File: src/rtl/fir_pkg.sv
// Shared constants, controller states and the word-to-byte address helper
// used by the 11-tap FIR tap scheduler.
package fir_pkg;

   localparam int NTAP   = 11;
   localparam int DATA_W = 32;
   localparam int ADDR_W = 12;

   typedef enum logic [3:0] {
      IDLE,
      CFG_WR,
      CFG_RD,
      CFG_RD2,
      CLEAR,
      WAIT_IN,
      WRITE_X,
      MAC,
      OUT
   } state_t;

   function automatic logic [ADDR_W-1:0] word_addr(input logic [3:0] idx);
      return {{(ADDR_W-6){1'b0}}, idx, 2'b00};
   endfunction

endpackage

File: src/rtl/fir_mac.sv
// Signed multiply-accumulate with synchronous clear; result wraps modulo 2^DATA_W.
// One product per enabled cycle, registered sum visible the following cycle.
module fir_mac
   import fir_pkg::*;
(
   input  logic              clk,
   input  logic              rst,
   input  logic              clr,
   input  logic              en,
   input  logic [DATA_W-1:0] tap,
   input  logic [DATA_W-1:0] smp,
   output logic [DATA_W-1:0] acc
);

   // Only the low DATA_W bits of the product are kept, which match for signed and unsigned.
   always_ff @(posedge clk or posedge rst) begin
      if (rst) begin
         acc <= '0;
      end else if (clr) begin
         acc <= '0;
      end else if (en) begin
         acc <= acc + DATA_W'($signed(tap) * $signed(smp));
      end
   end

endmodule

File: src/rtl/fir_tap_sched.sv
// 11-tap FIR controller: circular sample buffer in the data BRAM, taps in the tap BRAM,
// 15-cycle minimum sample period; ss_tready drops until the result is taken by sm_tready.
module fir_tap_sched
   import fir_pkg::*;
(
   input  logic              CLK,
   input  logic              Reset,
   input  logic              ap_start,
   output logic              ap_idle,
   output logic              ap_done,
   input  logic              ss_tvalid,
   input  logic              ss_tlast,
   input  logic [DATA_W-1:0] ss_tdata,
   output logic              ss_tready,
   input  logic              sm_tready,
   output logic              sm_tvalid,
   output logic              sm_tlast,
   output logic [DATA_W-1:0] sm_tdata,
   input  logic              cfg_req,
   input  logic              cfg_we,
   input  logic [ADDR_W-1:0] cfg_addr,
   input  logic [DATA_W-1:0] cfg_wdata,
   output logic              cfg_ack,
   output logic [DATA_W-1:0] cfg_rdata,
   output logic [3:0]        data_WE,
   output logic              data_EN,
   output logic [ADDR_W-1:0] data_A,
   output logic [DATA_W-1:0] data_Di,
   input  logic [DATA_W-1:0] data_Do,
   output logic [3:0]        tap_WE,
   output logic              tap_EN,
   output logic [ADDR_W-1:0] tap_A,
   output logic [DATA_W-1:0] tap_Di,
   input  logic [DATA_W-1:0] tap_Do
);

   localparam logic [3:0]        LAST_IDX  = 4'(NTAP - 1);
   localparam logic [3:0]        N_IDX     = 4'(NTAP);
   localparam logic [ADDR_W-1:0] LAST_WORD = ADDR_W'(NTAP - 1);

   state_t            state, state_n;
   logic [3:0]        cnt;
   logic [3:0]        head;
   logic [3:0]        rd_ptr;
   logic [DATA_W-1:0] x_q;
   logic              tlast_q;
   logic              cfg_oor;
   logic [DATA_W-1:0] rdata_q;
   logic              mac_vld;
   logic              mac_clr;
   logic              rd_issue;
   logic              oor_in;
   logic [DATA_W-1:0] acc;

   assign oor_in    = (cfg_addr >> 2) > LAST_WORD;
   assign rd_issue  = (state == MAC) && (cnt < N_IDX);
   assign sm_tdata  = acc;
   assign cfg_rdata = rdata_q;

   fir_mac u_mac (
      .clk (CLK),
      .rst (Reset),
      .clr (mac_clr),
      .en  (mac_vld),
      .tap (tap_Do),
      .smp (data_Do),
      .acc (acc)
   );

   always_ff @(posedge CLK or posedge Reset) begin
      if (Reset) begin
         state   <= IDLE;
         cnt     <= '0;
         head    <= '0;
         rd_ptr  <= '0;
         x_q     <= '0;
         tlast_q <= 1'b0;
         cfg_oor <= 1'b0;
         rdata_q <= '0;
         mac_vld <= 1'b0;
      end else begin
         state   <= state_n;
         mac_vld <= rd_issue;
         if (state_n != state) begin
            cnt <= '0;
         end else if (state == CLEAR || state == MAC) begin
            cnt <= cnt + 4'd1;
         end
         if (state == CLEAR) begin
            head <= '0;
         end else if (state == OUT && sm_tready) begin
            head <= (head == LAST_IDX) ? 4'd0 : head + 4'd1;
         end
         // Data pointer walks backwards from the newest sample, wrapping modulo NTAP.
         if (state == WRITE_X) begin
            rd_ptr <= head;
         end else if (rd_issue) begin
            rd_ptr <= (rd_ptr == 4'd0) ? LAST_IDX : rd_ptr - 4'd1;
         end
         if (state == WAIT_IN && ss_tvalid) begin
            x_q     <= ss_tdata;
            tlast_q <= ss_tlast;
         end
         if (state == IDLE && !ap_start && cfg_req) begin
            cfg_oor <= oor_in;
         end
         if (state == CFG_RD) begin
            rdata_q <= cfg_oor ? '0 : tap_Do;
         end
      end
   end

   always_comb begin
      state_n   = state;
      ap_idle   = 1'b0;
      ap_done   = 1'b0;
      ss_tready = 1'b0;
      sm_tvalid = 1'b0;
      sm_tlast  = 1'b0;
      cfg_ack   = 1'b0;
      data_WE   = 4'h0;
      data_EN   = 1'b0;
      data_A    = '0;
      data_Di   = '0;
      tap_WE    = 4'h0;
      tap_EN    = 1'b0;
      tap_A     = '0;
      tap_Di    = '0;
      mac_clr   = 1'b0;
      case (state)
         IDLE: begin
            ap_idle = 1'b1;
            if (ap_start) begin
               state_n = CLEAR;
            end else if (cfg_req) begin
               tap_EN  = !oor_in;
               tap_A   = cfg_addr;
               tap_Di  = cfg_wdata;
               tap_WE  = (cfg_we && !oor_in) ? 4'hF : 4'h0;
               state_n = cfg_we ? CFG_WR : CFG_RD;
            end
         end
         CFG_WR: begin
            cfg_ack = 1'b1;
            state_n = IDLE;
         end
         CFG_RD: begin
            state_n = CFG_RD2;
         end
         CFG_RD2: begin
            cfg_ack = 1'b1;
            state_n = IDLE;
         end
         CLEAR: begin
            data_EN = 1'b1;
            data_WE = 4'hF;
            data_A  = word_addr(cnt);
            if (cnt == LAST_IDX) state_n = WAIT_IN;
         end
         WAIT_IN: begin
            ss_tready = 1'b1;
            if (ss_tvalid) state_n = WRITE_X;
         end
         WRITE_X: begin
            data_EN = 1'b1;
            data_WE = 4'hF;
            data_A  = word_addr(head);
            data_Di = x_q;
            mac_clr = 1'b1;
            state_n = MAC;
         end
         MAC: begin
            // Reads occupy cnt 0..10; cnt 11 only absorbs the last returned word.
            if (rd_issue) begin
               tap_EN  = 1'b1;
               tap_A   = word_addr(cnt);
               data_EN = 1'b1;
               data_A  = word_addr(rd_ptr);
            end
            if (cnt == N_IDX) state_n = OUT;
         end
         OUT: begin
            sm_tvalid = 1'b1;
            sm_tlast  = tlast_q;
            if (sm_tready) begin
               ap_done = tlast_q;
               state_n = tlast_q ? IDLE : WAIT_IN;
            end
         end
         default: state_n = IDLE;
      endcase
   end

endmodule
File: config.mk
export PLATFORM = sky130hd
export DESIGN_NAME = fir_tap_sched
export DESIGN_NICKNAME = d
export VERILOG_FILES = /design/src/rtl/fir_pkg.sv /design/src/rtl/fir_mac.sv /design/src/rtl/fir_tap_sched.sv
export SDC_FILE = /design/constraint.sdc
export NUM_CORES = 2
export LEC_CHECK = 0
export BUFFER_PORTS_ARGS = -buffer_cell sky130_fd_sc_hd__buf_2
export CORE_MARGIN = 10
export CORE_UTILIZATION = 55
export DETAILED_ROUTE_END_ITERATION = 12
export PLACE_DENSITY_LB_ADDON = 0.2
export SETUP_SLACK_MARGIN = 0.5
export SYNTH_ARGS = -nofsm -noshare
export SYNTH_HDL_FRONTEND = slang
export SYNTH_SLANG_ARGS = --single-unit
File: constraint.sdc
create_clock -name CLK -period 6.9 [get_ports CLK]
set_clock_uncertainty 0.05 [all_clocks]
set_input_delay 0.345 -clock CLK [delete_from_list [all_inputs] [get_ports CLK]]
set_output_delay 0.345 -clock CLK [all_outputs]
set_load 0.1 [all_outputs]
==> summary.md <==
| Metric | Value |
|---|---|
| Status | completed |
| Fillers | 3400 |
| Post-place setup slack | -0.393 ns |
| CTS buffer count | 17 |
| Final setup violation count | 0 |
| Critical Path AT | 7.05 ns |
| Ys flop type | dfrtp_1 |
| Asr flop ratio synth | 100% |
| Sequential area share after synthesis | 12.6% |
| Final Max Tran Viols | 0 |
| H-tree Lvls | 4 |
| Layout cells sized above 1 | 22.5% |
| Worst reg-to-reg path cell count | 20 |
| GRT met2 Usage | 48.9% |
| # nets final | 3604 |
| CP Launch Type | flop |
| Initial antenna violation count | 5 |
| Worst R2R Setup Slack | 0.11 ns |
| FMAX | 147 MHz |
| Area growth, synth to finish | 17.9% |
| Wirelength per Cell | 20.7 µm |
| GRT Total Usage | 28.9% |
| Port-buffer cells | 307 |
| ANT nets after route | 0 |
| Area of the mapped netlist | 22900 µm² |
| Die Span Y | 224 µm |
| Clock period minus worst slack | 6.79 ns |
| Root Driver | clkbuf_16 |
| Core region area | 41000 µm² |
| Synth cell types | 66 |
| Routing usage on met1 | 35.2% |
| Top Usage Layer GRT | met2 |
| Worst setup EP type | flop |
| Final GP Congestion | 0.916 |
| Maxcap violations | 0 |
| Initial Util | 55.9% |
| Detailed placer's ending HPWL | 59500 µm |
| FF/Latch Area | 2900 µm² |
| Via count | 18400 |
| Number of enable flip-flop cells after synthesis | 0 |
| RSZ-0062 raised after global routing | yes |
| Die Wd | 224 µm |
| Footprint of the multi-input gates | 18000 µm² |
| Seq cells post-synth | 115 |
| Fin. Hold Viols | 0 |
| TritonCTS Sinks | 115 |
| Final worst setup slack | 0.108 ns |
| Fin crit share | 98.4% |
| Die area | 50200 µm² |
| Finished Layout Cells | 3411 |
| CP Class | flop to flop |
| Clk Latency, worst-skew pair | 0.47 ns |
| Vias in the first global route | 20100 |
| Placed insts | 3354 |
| Met3 Track Usage GR | 8.57% |
| Synth Instances | 2519 |
| # DRC | 0 |
| Number of core rows | 74 |
| Hold crit path type | input pin to async pin |
| Clock transition at path regs | 0.06 ns |
| Vias/cell | 5.39 |
| 1st-pass router iterations | 5 |
| Iteration-0 DRC count of the detailed router | 1096 |
| CP required | 7.16 ns |
| Synth Warn # | 0 |
| Largest net degree at the start of global routing | 71 |
| Post-Route WL | 70700 µm |
| TritonCTS clock tree | done |
| Clock Tree Buf Depth | 2 |
| Worst-margin pin slew | 1.19 ns |
| First-pass GRT wire length | 112000 µm |
| Crit-path max FO | 3 |
| Io pins | 316 |
| Syn_area_per_cell | 9.10 µm² |
| Grt total ovfl | 0 |
| Hold WS | 0.0357 ns |
| Slew margin rel. | 20.5% |
[layer usage]
| layer | share of wire [%] | up-vias |
|---|---|---|
| met1 | 38 | 9392 |
| met3 | 9.4 | 121 |
| met4 | 2.7 | 6 |
| met2 | 50 | 713 |
| li1 | - | 8164 |
| met5 | 0.054 | - |
[cell type report]
class	count	area share, %
multi-input combinational	1722	66.5
sequential	115	10.7
timing repair buffer	461	10.5
inverter	544	7.58
tap	532	2.46
clock buffer	20	1.69
clock inverter	12	0.440
antenna	5	0.0463
[stage by stage]
stage,area (µm²),setup TNS [ns],util (%)
after global routing,27000,-0.0663,65.8
after global placement,25700,-1.32,62.6
after detailed placement,25700,-2.42,62.6
final,27000,0,65.9
after CTS,26500,0,64.7
after floorplan,23100,-0.0187,-
[placed cells by master, fill, tap and decap left out, types with 7 or more instances in the layout]
cell	Yosys	routed
inv_1	543	527
fa_1	438	427
and2_1	319	318
buf_2	5	299
nand2_1	278	274
ha_1	157	136
buf_4	15	135
dfrtp_1	115	96
and3_1	75	75
xnor2_1	65	63
nor2_1	62	59
o21ai_0	56	46
nand2b_1	35	35
mux2_2	33	33
a21oi_1	33	23
ha_4	0	21
buf_6	0	21
dfrtp_2	0	19
nor3_1	21	18
mux2i_1	18	18
xor2_1	17	17
clkbuf_16	0	17
inv_2	0	14
fa_2	0	11
a211oi_1	13	10
nand3_1	11	10
conb_1	1	8
a21o_1	7	7
[Yosys cell counts (all sizes together) (5+ instances only)]
| library cell | count | area share [%] |
|---|---|---|
| inv | 543 | 8.9 |
| fa | 438 | 38 |
| and2 | 319 | 8.7 |
| nand2 | 278 | 4.6 |
| ha | 157 | 8.6 |
| clkbuf | 125 | 2.1 |
| dfrtp | 115 | 13 |
| and3 | 75 | 2.0 |
| xnor2 | 65 | 2.5 |
| nor2 | 62 | 1.0 |
| o21ai | 58 | 1.3 |
| nand2b | 35 | 0.96 |
| a21oi | 34 | 0.76 |
| mux2 | 33 | 1.6 |
| nor3 | 22 | 0.50 |
| buf | 20 | 0.60 |
| mux2i | 18 | 0.79 |
| xor2 | 17 | 0.65 |
| a211oi | 13 | 0.43 |
| nand3 | 12 | 0.28 |
| a21o | 8 | 0.27 |
| nor2b | 7 | 0.19 |
| o211ai | 6 | 0.20 |
| nand4 | 5 | 0.14 |
| o21a | 5 | 0.16 |
[registers in the layout, summed over array words and instances, names as in the netlist]
name and cells:
cnt 4, cfg_rdata 32, tlast_q 1, state 4, rd_ptr 4, cfg_oor 1
mac_vld 1, x_q 32, u_mac.acc 32, head 4
[path summary, 6_finish.rpt]
path / start / end
max: u_mac.acc[21] / u_mac.acc[30]
min: Reset / x_q[16]
max reg2reg: u_mac.acc[21] / u_mac.acc[30]
min reg2reg: cfg_rdata[23] / cfg_rdata[23]
max in group asynchronous: Reset / u_mac.acc[9]
min in group CLK: ss_tdata[28] / x_q[28]
[cells by family after synthesis]
| kind of cell | share of synthesized area, % |
|---|---|
| flip-flops | 12.6 |
| AND/OR/NAND/NOR | 18.8 |
| multiplexers | 2.41 |
| AO/OA/AOI/OAI | 4.45 |
| other | 0.0164 |
| buffers and inverters | 11.6 |
| XOR/XNOR | 3.33 |
| adder cells (fa/ha/maj) | 46.8 |
[worst max-delay path, stage by stage, from the launching register on]
cell and delay, ns:
dfrtp_2 0.44, inv_4 0.08, fa_1 0.43, fa_1 0.46
fa_1 0.51, fa_1 0.57, inv_2 0.04, fa_1 0.50
fa_1 0.45, fa_1 0.50, inv_1 0.05, fa_1 0.51
inv_2 0.05, ha_4 0.28, nand3_4 0.08, or3_4 0.33
o21ba_4 0.21, o311a_4 0.35, a2111oi_4 0.38, mux2i_1 0.24
o311ai_1 0.11
[timing repair]
item / in CTS / in global routing
gates resized for setup: 39 / 93
endpoints found under the setup margin: 14 / 16
setup buffers: 11 / 9
pin swaps: 43 / 61
hold buffers: 0 / 0
Power is not shown: default switching activity piles up to over one toggle a cycle in this logic, so the estimate is an artifact.
